### src/rtl/rf_pkg.sv
// Shared constants and types for the register-file write-back arbiter.
// Requester ids double as bit positions in the arbiter req/gnt vectors.
package rf_pkg;

    localparam int NREG = 16;
    localparam int AW   = 4;
    localparam int DW   = 16;

    typedef enum logic {
        GNT_A = 1'b0,
        GNT_B = 1'b1
    } gnt_id_e;

endpackage

### src/rtl/rf_wb_arbiter_if.sv
// Issue, producer and register-file write signals of the write-back arbiter.
// The slave modport is the arbiter's view; master is the surrounding pipeline.
interface rf_wb_arbiter_if;
    import rf_pkg::*;

    logic            iss_valid;
    logic            iss_wr;
    logic [AW-1:0]   iss_rs1;
    logic [AW-1:0]   iss_rs2;
    logic [AW-1:0]   iss_rd;
    logic            iss_stall;

    logic            a_valid;
    logic [AW-1:0]   a_rd;
    logic [DW-1:0]   a_data;
    logic            a_ready;

    logic            b_valid;
    logic [AW-1:0]   b_rd;
    logic [DW-1:0]   b_data;
    logic            b_ready;

    logic            rf_wr;
    logic [AW-1:0]   rf_rd;
    logic [DW-1:0]   rf_wdata;
    logic [NREG-1:0] busy;

    modport slave (
        input  iss_valid, iss_wr, iss_rs1, iss_rs2, iss_rd,
        output iss_stall,
        input  a_valid, a_rd, a_data,
        output a_ready,
        input  b_valid, b_rd, b_data,
        output b_ready,
        output rf_wr, rf_rd, rf_wdata, busy
    );

    modport master (
        output iss_valid, iss_wr, iss_rs1, iss_rs2, iss_rd,
        input  iss_stall,
        output a_valid, a_rd, a_data,
        input  a_ready,
        output b_valid, b_rd, b_data,
        input  b_ready,
        input  rf_wr, rf_rd, rf_wdata, busy
    );

endinterface

### src/rtl/rf_wb_arbiter_rr_arb2.sv
// Two-way round-robin arbiter: under contention the requester not granted
// most recently wins; last grant only moves when a grant is actually taken.
module rr_arb2
    import rf_pkg::*;
(
    input  logic       clk,
    input  logic       rst,
    input  logic [1:0] i_req,
    input  logic       i_adv,
    output logic [1:0] o_gnt
);

    gnt_id_e r_last_grant;
    logic    w_both;

    assign w_both = i_req[GNT_A] & i_req[GNT_B];

    always_comb begin
        o_gnt = 2'b00;
        if (w_both) begin
            if (r_last_grant == GNT_B) o_gnt[GNT_A] = 1'b1;
            else                       o_gnt[GNT_B] = 1'b1;
        end else begin
            o_gnt = i_req;
        end
    end

    // Reset to B so A takes the first contention.
    always_ff @(posedge clk or posedge rst) begin
        if (rst) begin
            r_last_grant <= GNT_B;
        end else if (i_adv) begin
            r_last_grant <= o_gnt[GNT_B] ? GNT_B : GNT_A;
        end
    end

endmodule

### src/rtl/rf_wb_arbiter.sv
// Write-back arbiter for the register file: ALU and load/mul share one
// registered write port; a busy scoreboard stalls issue on RAW/WAW.
module rf_wb_arbiter
    import rf_pkg::*;
#(
    parameter int NREG = rf_pkg::NREG,
    parameter int AW   = rf_pkg::AW,
    parameter int DW   = rf_pkg::DW
) (
    input  logic              clk,
    input  logic              rst,
    rf_wb_arbiter_if.slave    bus
);

    logic [1:0]      w_req;
    logic [1:0]      w_gnt;
    logic            w_xfer;
    logic            w_set;
    logic            w_stall;
    logic [NREG-1:0] w_set_mask;
    logic [NREG-1:0] w_clr_mask;

    logic            r_wr;
    logic [AW-1:0]   r_rd;
    logic [DW-1:0]   r_wdata;
    logic [NREG-1:0] r_busy;

    assign w_req[GNT_A] = bus.a_valid;
    assign w_req[GNT_B] = bus.b_valid;
    assign w_xfer       = |w_gnt;

    rr_arb2 u_arb (
        .clk   (clk),
        .rst   (rst),
        .i_req (w_req),
        .i_adv (w_xfer),
        .o_gnt (w_gnt)
    );

    assign bus.a_ready = w_gnt[GNT_A];
    assign bus.b_ready = w_gnt[GNT_B];

    always_ff @(posedge clk or posedge rst) begin
        if (rst) begin
            r_wr    <= 1'b0;
            r_rd    <= '0;
            r_wdata <= '0;
        end else begin
            r_wr <= w_xfer;
            if (w_xfer) begin
                r_rd    <= w_gnt[GNT_A] ? bus.a_rd   : bus.b_rd;
                r_wdata <= w_gnt[GNT_A] ? bus.a_data : bus.b_data;
            end
        end
    end

    // No bypass: a reader stays stalled through the rf_wr cycle itself.
    assign w_stall = bus.iss_valid & (r_busy[bus.iss_rs1] | r_busy[bus.iss_rs2] |
                                      (bus.iss_wr & r_busy[bus.iss_rd]));
    assign w_set   = bus.iss_valid & bus.iss_wr & ~w_stall;

    assign w_set_mask = NREG'(w_set) << bus.iss_rd;
    assign w_clr_mask = NREG'(r_wr)  << r_rd;

    // Set is applied after clear so a same-index collision leaves the bit set.
    always_ff @(posedge clk or posedge rst) begin
        if (rst) r_busy <= '0;
        else     r_busy <= (r_busy & ~w_clr_mask) | w_set_mask;
    end

    assign bus.iss_stall = w_stall;
    assign bus.rf_wr     = r_wr;
    assign bus.rf_rd     = r_rd;
    assign bus.rf_wdata  = r_wdata;
    assign bus.busy      = r_busy;

endmodule

### src/flat_wrapper.sv
// flat-port wrapper written by rule: the top's interface ports become plain ports
module rf_wb_arbiter_flat import rf_pkg::*;
#(
    parameter int NREG = rf_pkg::NREG,
    parameter int AW   = rf_pkg::AW,
    parameter int DW   = rf_pkg::DW
)
  (clk, rst, bus_iss_valid, bus_iss_wr, bus_iss_rs1, bus_iss_rs2, bus_iss_rd, bus_iss_stall, bus_a_valid, bus_a_rd, bus_a_data, bus_a_ready, bus_b_valid, bus_b_rd, bus_b_data, bus_b_ready, bus_rf_wr, bus_rf_rd, bus_rf_wdata, bus_busy);
  rf_wb_arbiter_if bus_i ();
  input  logic clk;
  input  logic rst;
  input wire logic [$bits(bus_i.iss_valid)-1:0] bus_iss_valid;
  input wire logic [$bits(bus_i.iss_wr)-1:0] bus_iss_wr;
  input wire logic [$bits(bus_i.iss_rs1)-1:0] bus_iss_rs1;
  input wire logic [$bits(bus_i.iss_rs2)-1:0] bus_iss_rs2;
  input wire logic [$bits(bus_i.iss_rd)-1:0] bus_iss_rd;
  output wire logic [$bits(bus_i.iss_stall)-1:0] bus_iss_stall;
  input wire logic [$bits(bus_i.a_valid)-1:0] bus_a_valid;
  input wire logic [$bits(bus_i.a_rd)-1:0] bus_a_rd;
  input wire logic [$bits(bus_i.a_data)-1:0] bus_a_data;
  output wire logic [$bits(bus_i.a_ready)-1:0] bus_a_ready;
  input wire logic [$bits(bus_i.b_valid)-1:0] bus_b_valid;
  input wire logic [$bits(bus_i.b_rd)-1:0] bus_b_rd;
  input wire logic [$bits(bus_i.b_data)-1:0] bus_b_data;
  output wire logic [$bits(bus_i.b_ready)-1:0] bus_b_ready;
  output wire logic [$bits(bus_i.rf_wr)-1:0] bus_rf_wr;
  output wire logic [$bits(bus_i.rf_rd)-1:0] bus_rf_rd;
  output wire logic [$bits(bus_i.rf_wdata)-1:0] bus_rf_wdata;
  output wire logic [$bits(bus_i.busy)-1:0] bus_busy;
  assign bus_i.iss_valid = bus_iss_valid;
  assign bus_i.iss_wr = bus_iss_wr;
  assign bus_i.iss_rs1 = bus_iss_rs1;
  assign bus_i.iss_rs2 = bus_iss_rs2;
  assign bus_i.iss_rd = bus_iss_rd;
  assign bus_iss_stall = bus_i.iss_stall;
  assign bus_i.a_valid = bus_a_valid;
  assign bus_i.a_rd = bus_a_rd;
  assign bus_i.a_data = bus_a_data;
  assign bus_a_ready = bus_i.a_ready;
  assign bus_i.b_valid = bus_b_valid;
  assign bus_i.b_rd = bus_b_rd;
  assign bus_i.b_data = bus_b_data;
  assign bus_b_ready = bus_i.b_ready;
  assign bus_rf_wr = bus_i.rf_wr;
  assign bus_rf_rd = bus_i.rf_rd;
  assign bus_rf_wdata = bus_i.rf_wdata;
  assign bus_busy = bus_i.busy;
  rf_wb_arbiter #(.NREG(NREG), .AW(AW), .DW(DW)) u_core (.clk(clk), .rst(rst), .bus(bus_i));
endmodule
### config.mk
export PLATFORM = sky130hd
export DESIGN_NAME = rf_wb_arbiter_flat
export DESIGN_NICKNAME = d
export VERILOG_FILES = /design/src/rtl/rf_pkg.sv /design/src/rtl/rf_wb_arbiter_if.sv /design/src/rtl/rf_wb_arbiter_rr_arb2.sv /design/src/rtl/rf_wb_arbiter.sv /design/src/flat_wrapper.sv
export SDC_FILE = /design/constraint.sdc
export NUM_CORES = 1
export LEC_CHECK = 0
export CELL_PAD_IN_SITES_DETAIL_PLACEMENT = 1
export CELL_PAD_IN_SITES_GLOBAL_PLACEMENT = 1
export CORE_MARGIN = 10
export CORE_UTILIZATION = 34
export CTS_CLUSTER_SIZE = 25
export DETAILED_ROUTE_END_ITERATION = 16
export GPL_ROUTABILITY_DRIVEN = 0
export HOLD_SLACK_MARGIN = 0.03
export MAX_ROUTING_LAYER = met4
export PLACE_DENSITY = 0.93
export SETUP_SLACK_MARGIN = 0.5
export SLEW_MARGIN = 40
export SYNTH_ARGS = -nofsm -noshare
export SYNTH_HDL_FRONTEND = slang
export SYNTH_HIERARCHICAL = 1
export SYNTH_SLANG_ARGS = --single-unit
### constraint.sdc
create_clock -name clk -period 2.9 [get_ports clk]
set_input_delay 0.29 -clock clk [delete_from_list [all_inputs] [get_ports clk]]
set_output_delay 0.29 -clock clk [all_outputs]
set_load 0.005 [all_outputs]
==> flow_metrics.env, run 1 <==
export IMPL_outcome="complete, no violations"
export IMPL_first_iter_violations=88
export IMPL_cts_clk_slew_worst_paths_ps=70
export IMPL_numCtsBuffers=5
export IMPL_final_cells=392
export IMPL_leakage_uw=0.00142
export IMPL_dr_pass1_iters=4
export IMPL_fin_nets=372
export IMPL_slowest_delay_ps=480
export IMPL_crit_family="multiplexers"
export IMPL_syn_to_final_growth_pct=52.5
export IMPL_min_period_ps=2330
export IMPL_combinationalPowerShare_pct=49.5
export IMPL_grt_max_degree=42
export IMPL_drc=0
export IMPL_reg2regPathDepth=7
export IMPL_p_per_area_nw_per_um2=728
export IMPL_slew_headroom_pct=69.3
export IMPL_core_um2=6460
export IMPL_ys_ff_latch=38
export IMPL_tritoncts="yes"
export IMPL_worst_ir_drop_vdd_uv=284
export IMPL_critical_path_slowest_cell="mux4_2"
export IMPL_grt_usage_pct=18.3
export IMPL_synthesis_nets=263
export IMPL_cts_hold_buf=0
export IMPL_final_common_cell="clkdlybuf4s50_1"
export IMPL_placed_cells=372
export IMPL_overflow=0
export IMPL_switching_share_pct=35.9
export IMPL_postSynthCellCount=205
export IMPL_cts_htree_levels=2
export IMPL_fill_cells=694
export IMPL_final_cell_mix="clkdlybuf4s50_1 (92), o21ai_0 (37), mux2i_1 (27)"
export IMPL_die_area_um2=10400
export IMPL_drv_slew=0
export IMPL_worst_setup_path_end_kind="output pin"
export IMPL_crit_cells=6
export IMPL_synth_edf_count=0
export IMPL_cp_arrival_ps=2040
export IMPL_die_w_um=102
export IMPL_power_frac_seq_pct=35.5
export IMPL_antenna_found_initial=0
export IMPL_vias=2245
export IMPL_setup_viol=0
export IMPL_async_flop_share_pct=100
export IMPL_clk_latency_ps=300
export IMPL_antennaDiodeCount=0
export IMPL_synthFlopType="dfrtp_1"
export IMPL_clk_path_buf_depth=2
export IMPL_via_per_inst=5.73
export IMPL_drt_wl_total_um=9040
export IMPL_ys_types=34
export IMPL_clock_fmax_mhz=430
export IMPL_syn_area_um2=2290
export IMPL_clock_skew_ps=9.64
export IMPL_fin_util_pct=54.0
export IMPL_avgRoutedWirePerCell_um=23.1
export IMPL_yosysSeqAreaShare_pct=41.6
export IMPL_synth_area_per_cell_um2=11.2
export IMPL_cap_violations=0
export IMPL_hold_class="in -> async"
export IMPL_required_ps=2610
export IMPL_initial_core_util_pct=35.4
export IMPL_pin_count=98
export IMPL_power_uw=2540
export IMPL_placed_cell_area_um2=3330
export IMPL_p_int_uw=1630
export IMPL_yosys_warnings=6
export IMPL_final_hold_viol_count=0
export IMPL_place_hpwl_um=6820
export IMPL_rsz0062_at_grt="no"
export IMPL_tns_ps=0
export IMPL_cts_root_buffer="clkbuf_8"
export IMPL_p_clk_share_pct=15.0
export IMPL_finalCritPeriodShare_pct=80.2
export IMPL_num_rows=29
export IMPL_dieHeight_um=102
export IMPL_final_cell_area_um2=3490
export IMPL_start_kind="register"
export IMPL_ant_nets=0
export IMPL_worstSetupPathType="reg -> out"
export IMPL_drive_gt1_share_pct=21.9
export IMPL_cp_max_fo=4
export IMPL_worst_path_buf_inv=1
export IMPL_power_switching_uw=913
export IMPL_grt_pass1_vias=2590
export IMPL_seqCellArea_um2=967
export IMPL_worst_pin_slew_ps=460
export IMPL_grt_pass1_wl_um=14400
export IMPL_cts_sinks=38
export IMPL_multiInputGateArea_um2=1230
export IMPL_worstPathCellList="mux4_2 -> mux2i_1 -> mux2_4 -> nand2_4 -> o31a_1 -> buf_2"
export IMPL_portBuffers=97
layout make-up:
cell class | instances | share of cell area, %
multi-input combinational | 151 | 35.2
clock inverter | 1 | 0.143
timing repair buffer | 115 | 31.3
clock buffer | 7 | 2.47
inverter | 3 | 0.323
tap | 77 | 2.76
sequential | 38 | 27.7
synthesized netlist by cell type, types with 4 or more instances:
cell type / instances / area, um2
clkbuf_1: 8 / 30.0
dfrtp_1: 37 / 926
mux2i_1: 27 / 270
mux4_1: 8 / 210
nand2_1: 24 / 90.1
nand2b_1: 5 / 31.3
o21ai_0: 37 / 185
o31ai_1: 5 / 37.5
o41ai_1: 7 / 61.3
or2_2: 4 / 25.0
power groups by stage:
| stage | clock, uW | sequential, uW | combinational [uW] |
|---|---|---|---|
| detailed placement | 0 | 924 | 1080 |
| CTS | 388 | 895 | 1250 |
| global placement | 0 | 905 | 1030 |
| global route | 408 | 929 | 1350 |
| floorplan | 0 | 833 | 521 |
| finish | 381 | 903 | 1260 |
flip-flops by register name, indices dropped and copies added (netlist names):
signal,cells
u_core/bus.rf_wdata,16
u_core/bus.rf_rd,4
u_core/bus.busy,16
u_core/bus.rf_wr,1
u_core/u_arb/r_last_grant,1
logic make-up (layout without fill, tap and decap cells):
logic type      Yosys count  count (layout)  synth area share [%]
compound gates           58              58                  16.5
buf+inv                  16             126                  3.61
flops                    38              38                  41.6
mux                      41              41                  25.9
simple gates             52              52                  12.3
routing by layer:
layer	vias up	GRT usage (%)	part of all wire, %
li1	986	-	-
met1	1097	21.8	43
met2	137	28.1	45
met3	25	6.55	10
met4	0	6.72	2.2
met5	-	-	0
stage by stage:
stage	setup slack [ps]	hold slack (ps)
4_1_cts	577	334
2_1_floorplan	927	180
6_report	574	336
3_3_place_gp	95.9	547
3_5_place_dp	-46.3	579
5_1_grt	503	366
repair_timing:
action | in CTS | in global routing
resized for setup | 31 | 1
setup endpoints to repair | 1 | 1
endpoints found under the hold margin | 0 | 0
setup buffers | 12 | 0
cloned | 0 | 0
final timing paths:
| path | start | slack [ps] | end |
|---|---|---|---|
| setup / recovery | u_core/bus.busy[9]$_DFF_PP0_ | 570 | bus_iss_stall |
| hold / removal | rst | 340 | u_core/u_arb/r_last_grant$_DFFE_PP1P_ |
| setup reg to reg | u_core/bus.busy[3]$_DFF_PP0_ | 760 | u_core/bus.busy[2]$_DFF_PP0_ |
| hold reg to reg | u_core/bus.rf_wdata[1]$_DFFE_PP0P_ | 580 | u_core/bus.rf_wdata[1]$_DFFE_PP0P_ |
| max in group asynchronous | rst | 1810 | u_core/bus.busy[6]$_DFF_PP0_ |
| min in group clk | bus_a_data[11] | 560 | u_core/bus.rf_wdata[11]$_DFFE_PP0P_ |
Power figures use the tool's default switching activity.
==> run 2: changes to the inputs <==
Settings changed: CORE_UTILIZATION 34 to 29, PLACE_DENSITY 0.93 to 0.85.
Clock period 2.9 ns to 1.9 ns, I/O delays scaled along.
==> flow_metrics.env, run 2 (synthesis gave the netlist of run 1 again) <==
export IMPL_fin_nets=424
export IMPL_cp_max_fo=4
export IMPL_hold_class="in -> async"
export IMPL_final_cell_area_um2=4160
export IMPL_cts_hold_buf=0
export IMPL_grt_pass1_vias=2647
export IMPL_worst_setup_path_end_kind="output pin"
export IMPL_grt_max_degree=21
export IMPL_required_ps=1710
export IMPL_die_area_um2=11800
export IMPL_overflow=0
export IMPL_final_common_cell="clkdlybuf4s50_1"
export IMPL_slowest_delay_ps=500
export IMPL_place_hpwl_um=6920
export IMPL_rsz0062_at_grt="yes"
export IMPL_leakage_uw=0.00196
export IMPL_placed_cell_area_um2=3610
export IMPL_switching_share_pct=34.3
export IMPL_tritoncts="yes"
export IMPL_finalCritPeriodShare_pct=116
export IMPL_start_kind="register"
export IMPL_drt_wl_total_um=9070
export IMPL_worst_pin_slew_ps=470
export IMPL_combinationalPowerShare_pct=55.4
export IMPL_grt_pass1_wl_um=14100
export IMPL_cts_htree_levels=2
export IMPL_ant_nets=0
export IMPL_drive_gt1_share_pct=37.3
export IMPL_slew_headroom_pct=68.6
export IMPL_via_per_inst=5.02
export IMPL_power_frac_seq_pct=29.6
export IMPL_drv_slew=0
export IMPL_grt_usage_pct=15.5
export IMPL_p_clk_share_pct=15.0
export IMPL_cts_root_buffer="clkbuf_8"
export IMPL_min_period_ps=2200
export IMPL_syn_to_final_growth_pct=81.9
export IMPL_core_um2=7690
export IMPL_pin_count=98
export IMPL_drc=0
export IMPL_cp_arrival_ps=2010
export IMPL_worstSetupPathType="reg -> out"
export IMPL_violations="setup timing"
export IMPL_critical_path_slowest_cell="mux4_2"
export IMPL_avgRoutedWirePerCell_um=19.3
export IMPL_clock_fmax_mhz=454
export IMPL_fill_cells=842
export IMPL_p_per_area_nw_per_um2=1080
export IMPL_vias=2354
export IMPL_cap_violations=0
export IMPL_reg2regPathDepth=6
export IMPL_p_int_uw=2960
export IMPL_rr_startpoint="u_core/bus.busy[5]$_DFF_PP0_"
export IMPL_first_iter_violations=74
export IMPL_dieHeight_um=109
export IMPL_layout_setup_ws_ps=-303
export IMPL_final_hold_viol_count=0
export IMPL_dr_pass1_iters=4
export IMPL_num_rows=32
export IMPL_final_cell_mix="clkdlybuf4s50_1 (59), buf_4 (50), dfrtp_1 (31)"
export IMPL_clock_skew_ps=10.8
export IMPL_r2r_end="u_core/bus.busy[11]$_DFF_PP0_"
export IMPL_outcome="complete, but fails checks"
export IMPL_power_switching_uw=1540
export IMPL_setup_viol=17
export IMPL_portBuffers=97
export IMPL_cts_sinks=38
export IMPL_die_w_um=109
export IMPL_worstPathCellList="mux4_2 -> mux2i_1 -> mux2_4 -> nand2_4 -> o31a_1 -> buf_2"
export IMPL_dp_slack_ps=-742
export IMPL_worst_ir_drop_vdd_uv=348
export IMPL_r2r_slack_ps=-160
export IMPL_initial_core_util_pct=29.8
export IMPL_clk_latency_ps=290
export IMPL_antenna_found_initial=0
export IMPL_numCtsBuffers=5
export IMPL_antennaDiodeCount=0
export IMPL_cts_clk_slew_worst_paths_ps=80
export IMPL_clk_path_buf_depth=2
run 2: critical path: cells and delay by family, from the launching register on:
| family | cells | cell delay (ps) |
|---|---|---|
| muxes | 3 | 900 |
| DFF | 1 | 430 |
| AOI/OAI and AO/OA | 1 | 220 |
| buffers and inverters | 1 | 130 |
| and+or+nand+nor | 1 | 50 |
run 2: layer usage:
layer | track usage (%) | routed length (um) | up-vias
li1 | - | - | 1096
met1 | 17.5 | 3690 | 1144
met2 | 26.0 | 4470 | 101
met3 | 5.07 | 741 | 13
met4 | 3.86 | 172 | 0
met5 | - | 0 | -
run 2: final cells by class:
type	count	area, um2	area share (%)
flip-flops and latches	38	960	23.1
multi-input cells	151	1370	32.9
inverters	3	11.3	0.271
repair buffers	167	1590	38.2
clock buffers	7	76.3	1.83
clock inverters	1	30.0	0.722
well taps	102	128	3.07
run 2: worst max-delay path by stage:
stage | depth (start not counted) | startpoint | slack, ps | end
after floorplan | 6 | u_core/bus.busy[13]$_DFF_PP0_ | 110 | bus_iss_stall
after global placement | 7 | bus_iss_rs2[0] | -650 | bus_iss_stall
after detailed placement | 7 | bus_iss_rs2[0] | -740 | bus_iss_stall
after CTS | 6 | u_core/bus.busy[1]$_DFF_PP0_ | -250 | bus_iss_stall
after global routing | 6 | u_core/bus.busy[5]$_DFF_PP0_ | -350 | bus_iss_stall
final | 6 | u_core/bus.busy[5]$_DFF_PP0_ | -300 | bus_iss_stall
run 2: through the flow:
step                      instances  util (%)  hold WS (ps)  TNS, ps  total power, uW
after global placement          429      47.0           527    -7200             3280
after detailed placement        429      47.0           531    -8960             3360
after CTS                       463      52.3           213     -734             4350
after floorplan                 205         -          79.7        0             2090
final                           469      54.1           219    -1500             4500
after global routing            469      54.1           237    -2100             4790
run 2: power by group through the flow:
stage | clock network [uW] | registers (uW) | logic (uW)
2_1_floorplan | 0 | 1280 | 810
3_3_place_gp | 0 | 1330 | 1950
3_5_place_dp | 0 | 1350 | 2020
4_1_cts | 700 | 1320 | 2320
5_1_grt | 737 | 1370 | 2680
6_report | 676 | 1330 | 2490
run 2: what timing repair did:
action                     4_1_cts  5_1_grt
buffers inserted                25        6
gates resized for setup         72       52
setup endpoints to repair       41       57
pin swaps                        5        4
gates cloned                     1        0
